==> config.mk <==
export PLATFORM = sky130hd
export DESIGN_NAME = key_conditioner_flat
export DESIGN_NICKNAME = d
export VERILOG_FILES = /design/src/rtl/key_conditioner_if.sv /design/src/rtl/key_conditioner.sv /design/src/flat_wrapper.sv
export SDC_FILE = /design/constraint.sdc
export NUM_CORES = 1
export LEC_CHECK = 0
export CORE_ASPECT_RATIO = 1.1
export CORE_MARGIN = 5
export CORE_UTILIZATION = 50
export CTS_CLUSTER_DIAMETER = 60
export CTS_CLUSTER_SIZE = 24
export DETAILED_ROUTE_END_ITERATION = 10
export PLACE_DENSITY_LB_ADDON = 0.2
export SKIP_LAST_GASP = 1
export SYNTH_ARGS = -nofsm -noshare
export SYNTH_HDL_FRONTEND = slang
export SYNTH_SLANG_ARGS = --single-unit
==> constraint.sdc <==
create_clock -name clk -period 3.1 [get_ports clk]
set_input_delay 0.775 -clock clk [delete_from_list [all_inputs] [get_ports clk]]
set_output_delay 0.775 -clock clk [all_outputs]
set_load 0.01 [all_outputs]
==> src/rtl/key_conditioner_if.sv <==
// Raw key pins in, conditioned per-key events out; bit i of every vector belongs to key i.
interface key_conditioner_if #(
    parameter int NUM_KEYS = 2
);
    logic [NUM_KEYS-1:0] key_raw;
    logic [NUM_KEYS-1:0] key_level;
    logic [NUM_KEYS-1:0] key_press;
    logic [NUM_KEYS-1:0] key_release;
    logic [NUM_KEYS-1:0] key_tap;
    logic [NUM_KEYS-1:0] key_hold;
    logic [NUM_KEYS-1:0] hold_active;

    // master: the conditioner itself; slave: board pins plus downstream consumers
    modport master (
        input  key_raw,
        output key_level, key_press, key_release, key_tap, key_hold, hold_active
    );

    modport slave (
        output key_raw,
        input  key_level, key_press, key_release, key_tap, key_hold, hold_active
    );
endinterface

==> src/rtl/key_conditioner.sv <==
// Per-key synchroniser, debouncer and press/release/tap/hold event generator.
// Keys are fully independent; all outputs are registered.
module key_conditioner #(
    parameter int NUM_KEYS        = 2,
    parameter int DEBOUNCE_CYCLES = 1000000,
    parameter int HOLD_CYCLES     = 500000000,
    parameter bit KEY_ACTIVE_LOW  = 1'b1
) (
    input  logic              clk,
    input  logic              reset,
    key_conditioner_if.master kif
);
    localparam int DEB_W  = $clog2(DEBOUNCE_CYCLES) + 1;
    localparam int HOLD_W = $clog2(HOLD_CYCLES) + 1;

    localparam logic [DEB_W-1:0]  DEB_LAST  = DEB_W'(DEBOUNCE_CYCLES - 1);
    localparam logic [DEB_W-1:0]  DEB_ONE   = DEB_W'(1);
    localparam logic [HOLD_W-1:0] HOLD_LAST = HOLD_W'(HOLD_CYCLES - 1);
    localparam logic [HOLD_W-1:0] HOLD_MAX  = HOLD_W'(HOLD_CYCLES);
    localparam logic [HOLD_W-1:0] HOLD_ONE  = HOLD_W'(1);

    logic [NUM_KEYS-1:0] pressed;
    logic [NUM_KEYS-1:0] sync1_q, sync2_q;
    logic [NUM_KEYS-1:0] level_q, press_q, release_q, tap_q, hold_q, hold_active_q;
    logic [DEB_W-1:0]    deb_cnt_q  [NUM_KEYS];
    logic [HOLD_W-1:0]   hold_cnt_q [NUM_KEYS];

    logic [NUM_KEYS-1:0] toggle;
    logic [NUM_KEYS-1:0] hold_hit;

    assign pressed = kif.key_raw ^ {NUM_KEYS{KEY_ACTIVE_LOW}};

    always_comb begin
        // NOTE: every always_comb output gets a default first so no path can infer a latch.
        toggle   = '0;
        hold_hit = '0;
        for (int i = 0; i < NUM_KEYS; i++) begin
            toggle[i]   = (sync2_q[i] != level_q[i]) && (deb_cnt_q[i] == DEB_LAST);
            // A release landing on the hold cycle suppresses the hold.
            hold_hit[i] = level_q[i] && (hold_cnt_q[i] == HOLD_LAST)
                          && !(toggle[i] && level_q[i]);
        end
    end

    always_ff @(posedge clk or negedge reset) begin
        if (!reset) begin
            // NOTE: the synchroniser resets to "released" so pin activity during reset cannot become a press.
            sync1_q       <= '0;
            sync2_q       <= '0;
            level_q       <= '0;
            press_q       <= '0;
            release_q     <= '0;
            tap_q         <= '0;
            hold_q        <= '0;
            hold_active_q <= '0;
            for (int i = 0; i < NUM_KEYS; i++) begin
                deb_cnt_q[i]  <= '0;
                hold_cnt_q[i] <= '0;
            end
        end else begin
            // NOTE: non-blocking throughout, so sync2_q sees last cycle's sync1_q, not this one's.
            sync1_q <= pressed;
            sync2_q <= sync1_q;
            for (int i = 0; i < NUM_KEYS; i++) begin
                if (sync2_q[i] == level_q[i]) begin
                    deb_cnt_q[i] <= '0;
                end else if (toggle[i]) begin
                    deb_cnt_q[i] <= '0;
                    level_q[i]   <= ~level_q[i];
                end else begin
                    deb_cnt_q[i] <= deb_cnt_q[i] + DEB_ONE;
                end

                press_q[i]   <= toggle[i] && !level_q[i];
                release_q[i] <= toggle[i] && level_q[i];
                tap_q[i]     <= toggle[i] && level_q[i] && !hold_active_q[i];
                hold_q[i]    <= hold_hit[i];

                // Saturating at HOLD_CYCLES keeps key_hold to one pulse per press.
                if (!level_q[i]) begin
                    hold_cnt_q[i] <= '0;
                end else if (hold_cnt_q[i] != HOLD_MAX) begin
                    hold_cnt_q[i] <= hold_cnt_q[i] + HOLD_ONE;
                end

                if (hold_hit[i]) begin
                    hold_active_q[i] <= 1'b1;
                end else if (toggle[i] && level_q[i]) begin
                    hold_active_q[i] <= 1'b0;
                end
            end
        end
    end

    assign kif.key_level   = level_q;
    assign kif.key_press   = press_q;
    assign kif.key_release = release_q;
    assign kif.key_tap     = tap_q;
    assign kif.key_hold    = hold_q;
    assign kif.hold_active = hold_active_q;

endmodule
==> src/flat_wrapper.sv <==
// flat-port wrapper written by rule: the top's interface ports become plain ports
module key_conditioner_flat 
#(
    parameter int NUM_KEYS        = 2,
    parameter int DEBOUNCE_CYCLES = 1000000,
    parameter int HOLD_CYCLES     = 500000000,
    parameter bit KEY_ACTIVE_LOW  = 1'b1
)
  (clk, reset, kif_key_raw, kif_key_level, kif_key_press, kif_key_release, kif_key_tap, kif_key_hold, kif_hold_active);
  key_conditioner_if #(.NUM_KEYS(NUM_KEYS)) kif_i ();
  input  logic clk;
  input  logic reset;
  input wire logic [$bits(kif_i.key_raw)-1:0] kif_key_raw;
  output wire logic [$bits(kif_i.key_level)-1:0] kif_key_level;
  output wire logic [$bits(kif_i.key_press)-1:0] kif_key_press;
  output wire logic [$bits(kif_i.key_release)-1:0] kif_key_release;
  output wire logic [$bits(kif_i.key_tap)-1:0] kif_key_tap;
  output wire logic [$bits(kif_i.key_hold)-1:0] kif_key_hold;
  output wire logic [$bits(kif_i.hold_active)-1:0] kif_hold_active;
  assign kif_i.key_raw = kif_key_raw;
  assign kif_key_level = kif_i.key_level;
  assign kif_key_press = kif_i.key_press;
  assign kif_key_release = kif_i.key_release;
  assign kif_key_tap = kif_i.key_tap;
  assign kif_key_hold = kif_i.key_hold;
  assign kif_hold_active = kif_i.hold_active;
  key_conditioner #(.NUM_KEYS(NUM_KEYS), .DEBOUNCE_CYCLES(DEBOUNCE_CYCLES), .HOLD_CYCLES(HOLD_CYCLES), .KEY_ACTIVE_LOW(KEY_ACTIVE_LOW)) u_core (.clk(clk), .reset(reset), .kif(kif_i));
endmodule
Yosys cells after proc, flatten, opt, wreduce, memory -nomap -nowiden. Index checks and enable logic that the tools add are counted.

Divide/modulo/power cells: 0. Magnitude comparators: 0. Multiplexer cells: 12. Multiply operators: 0. Equality and inequality tests: 12. Reductions and logical operators: 22. Add/sub/neg operators: 4. Shifts and indexed selects: 0. Bitwise operators: 5.

Operators with widths (number): $mux W30 (4); $mux W21 (4); $add A30 B1 Y30 const B (2); $eq A30 B29 Y1 const B (2); $ne A30 B29 Y1 const B (2); $add A21 B1 Y21 const B (2); $eq A21 B20 Y1 const B (2); $logic_and A1 B1 Y1 (12); $logic_not A1 Y1 (6); $mux W1 (4); $ne A2 B2 Y1 const B (2); $not A1 Y1 (4); $reduce_and A2 Y1 (2); $reduce_bool A2 Y1 (2); $eq A1 B1 Y1 (2); $ne A1 B1 Y1 (2); $not A2 Y2 (1).

ROM bits: 0. Memories: 0. Output and inout port bits: 12. Bits of input ports: 4. RAM bits: 0. Register bits after elaboration: 118. Latch bits: 0. Logic and storage cells: 69.

Depth between registers and ports, before layout.
Depth after elaboration: 6. Depth in mapped cells: 7. Mapped depth without buffers: 6.

Worst setup path after synthesis. Ideal clock, no wire load.

Path type: reg2reg. Start: register u_core.hold_cnt_q[21] (netlist bit). End: register u_core.hold_cnt_q[1] (netlist bit). Path buffers: 0. Clock period less this slack: 2089 ps. Required time: 2980 ps. Data arrival time: 1969 ps. Stages on the path, launching flop included: 6. Slack: 1011 ps. Cell sequence: dfrtp_1 > or4b_1 > or4_1 > nor3_4 > mux2i_1 > nor2b_1.

Longest elaborated chain between the ends: 2.

Ends and longest elaborated chain: start: declaration (line key_conditioner.sv:26) `logic [HOLD_W-1:0] hold_cnt_q [NUM_KEYS];`; start signal: indexed assignment (line key_conditioner.sv:83) `hold_cnt_q[i] <= hold_cnt_q[i] + HOLD_ONE;`; $ne A30 B29 Y1 (line key_conditioner.sv:82) `end else if (hold_cnt_q[i] != HOLD_MAX) begin`; $ne A2 B2 Y1 (no source line).

Every way passes these cells. A chain may end at the register's enable or synchronous reset.

Final worst setup path.
Start: register u_core.level_q[1], in the netlist u_core.kif.key_level[1]. End: output port kif_key_level[1].

RTL lines: start: declaration (line key_conditioner.sv:24) `logic [NUM_KEYS-1:0] level_q, press_q, release_q, tap_q, hold_q, hold_active_q;`; start signal: indexed assignment (line key_conditioner.sv:69) `level_q[i] <= ~level_q[i];`; end: declaration (line flat_wrapper.sv:14) `output wire logic [$bits(kif_i.key_level)-1:0] kif_key_level;`.

No word-level cell between the ends.

==> metrics.csv <==
stage,metric,value,unit
route,drc,0,
synthesis,synth_area,5920,µm²
clock_tree,insertion_delay,420,ps
flow_run,maxCapViolations,0,
hold_path,hp-class,flip-flop to flip-flop,
global_route,grt_max_degree,52,
finish,drive_above_1_share,8.83,%
global_route,antenna_found_initial,0,
finish,final_nets,631,
route,routedWlPerCell,15.0,µm
route,vias_per_cell,5.42,
finish,fillCellCount,997,
route,drt_wl_total,11700,µm
timing,tns,0,ps
finish,mostFrequentLayoutCell,dfrtp_1,
synthesis,yosysSeqAreaShare,49.9,%
finish,final_cell_mix,"dfrtp_1 (118), nor2_1 (59), xnor2_1 (54), and2_1 (48), nand3_1 (46)",
floorplanning,die_y,124,µm
route,drtPass1Iterations,4,
timing,fmax,405,MHz
clock_tree,postCtsSetupBuffers,0,
clock_tree,max-clock-path-buffers,2,
synthesis,postSynthCellCount,595,
critical_path,cp_data_required_time,2320,ps
power_and_ir_drop,p_leak,2.91,nW
power_and_ir_drop,p_per_area,543,nW/µm²
critical_path,reg2reg_from,u_core.deb_cnt_q[0],
timing,fin_worst_skew,5.29,ps
critical_path,critPathCaptureType,primary output,
critical_path,regToRegSetupSlack,860,ps
synthesis,synth.distinct_cells,41,
timing,finalHoldViolCount,0,
critical_path,start_kind,flip-flop,
synthesis,synth-edff-count,0,
synthesis,ys.warnings.count,0,
critical_path,rr_endpoint,u_core.deb_cnt_q[8],
hold_path,hp-start,u_core.sync1_q[1],
clock_tree,cts_hold_buf,0,
timing,whs,346,ps
global_route,grt_pass1_vias,4267,
synthesis,async_flop_share,100,%
floorplanning,ios,16,
global_route,gr-total-overflow,0,
route,vias,4249,
critical_path,r2r_cells,7,
critical_path,crit_fanout,36,
finish,insertedDiodeCount,0,
placement,hpwlAfterDp,7740,µm
route,ant_nets,0,
finish,finalInstanceArea,6910,µm²
synthesis,synth_fp_nets,605,
critical_path,critPathKind,flip-flop to primary output,
floorplanning,die-area,14100,µm²
timing,fin_crit,2470,ps
global_route,grt_first_pass_wirelength,20400,µm
global_route,track_usage,18.5,%
finish,area_growth,16.8,%
synthesis,syn_area_per_cell,9.94,µm²
placement,dpl_cell_area,6260,µm²
clock_tree,cts_buffers,17,
timing,finalCritPeriodShare,79.7,%
timing,rsz0062_at_grt,false,
floorplanning,fp.dieW,114,µm
run_status,outcome,"complete, no violations",
clock_tree,htree_levels,4,
critical_path,critical_path_arrival,1700,ps
hold_path,whs_path_depth,0,
placement,finalWeightedCongestion,0.810,
floorplanning,rows,41,
clock_tree,cts-root-buf,clkbuf_16,
clock_tree,cts_tree,yes,
timing,finalSetupViolCount,0,
hold_path,min_to,u_core.sync2_q[1],
timing,slew_violations,0,
timing,worst_slew_pin_slew,672,ps
synthesis,synth-seq-cells,118,
floorplanning,initial_core_util,51.3,%
clock_tree,clk_pin_slew,50,ps
floorplanning,core-area,11500,µm²
clock_tree,cts_sinks,118,
synthesis,synth_ff_type,dfrtp_1,
power_and_ir_drop,vdd_drop_max,0.338,mV
clock_tree,ctsResizeCount,0,
placement,io_buffers,15,
timing,slew_headroom,54.8,%
route,drt-initial-drc-count,183,
## how the worst max path moves through the flow
stage                                       start                   end  slack [ps]  cells after the start
after floorplan             u_core.hold_cnt_q[21]  u_core.hold_cnt_q[1]        1010                      5
after global placement       u_core.hold_cnt_q[9]  u_core.hold_cnt_q[1]         940                      5
after detailed placement      u_core.deb_cnt_q[0]   u_core.deb_cnt_q[8]         860                      7
after CTS                 u_core.kif.key_level[1]      kif_key_level[1]         600                      2
after global routing      u_core.kif.key_level[1]      kif_key_level[1]         530                      2
final                     u_core.kif.key_level[1]      kif_key_level[1]         630                      2
## registers in the layout, indices dropped and copies added (netlist names)
| name | flops |
|---|---|
| u_core.kif.key_hold | 2 |
| u_core.sync1_q | 2 |
| u_core.kif.key_press | 2 |
| u_core.kif.key_tap | 2 |
| u_core.kif.key_release | 2 |
| u_core.kif.hold_active | 2 |
| u_core.kif.key_level | 2 |
| u_core.sync2_q | 2 |
| u_core.hold_cnt_q | 60 |
| u_core.deb_cnt_q | 42 |
## logic make-up (layout without fill, tap and decap cells)
| group | count (synthesis) | count (layout) | synth area share (%) |
|---|---|---|---|
| muxes | 3 | 3 | 0.508 |
| adders and majority gates | 6 | 6 | 1.27 |
| AOI/OAI and AO/OA | 24 | 24 | 2.54 |
| xor gates and xnor gates | 87 | 87 | 12.9 |
| and+or+nand+nor | 323 | 323 | 30.7 |
| DFF | 118 | 118 | 49.9 |
| buffers and inverters | 34 | 73 | 2.24 |
## cells in the mapped netlist (10+ instances only)
master	count	area (µm²)
dfrtp_1	118	2950
nor2_1	59	221
xnor2_1	54	473
and2_1	48	300
nand3_1	46	230
nand2_1	39	146
xor2_1	33	289
nand4_1	26	163
inv_1	18	67.6
nor3_1	18	90.1
nor4_1	18	113
clkbuf_1	12	45.0
or3_1	11	68.8
and3_1	10	62.6
nor2b_1	10	62.6
## through the flow
stage	setup slack, ps	utilization, %	instances	total power, mW
global placement	942	54.2	752	1.65
CTS	596	59.9	784	3.80
floorplan	1010	-	595	1.61
finish	630	59.9	784	3.75
detailed placement	856	54.2	752	1.65
global route	529	59.9	784	3.88
## layout make-up
class                      count  area (µm²)  area share (%)
timing repair buffer          23         220            3.19
clock inverter                11         170            2.46
clock buffer                  21         480            6.95
multi-input combinational    443        2830            41.0
inverter                      18        67.6           0.978
sequential                   118        2950            42.7
tap                          150         188            2.72
## report_power, final
part	switching (mW)	total, mW	internal [mW]
registers	0.00756	1.56	1.55
clock network	0.704	2.13	1.43
logic	0.0477	0.0631	0.0154
## metal layers
layer	GRT usage [%]	vias up	share of wire (%)
met5	0	-	0
met4	8.49	0	2.1
met3	4.71	17	3.1
met2	30.3	55	49
met1	23.1	2072	45
li1	-	2105	-
## worst max-delay path: stages (launching register included)
cell             delay (ps)
dfrtp_1                 370
buf_4                   310
clkdlybuf4s50_1         600
Power figures use the tool's default switching activity.
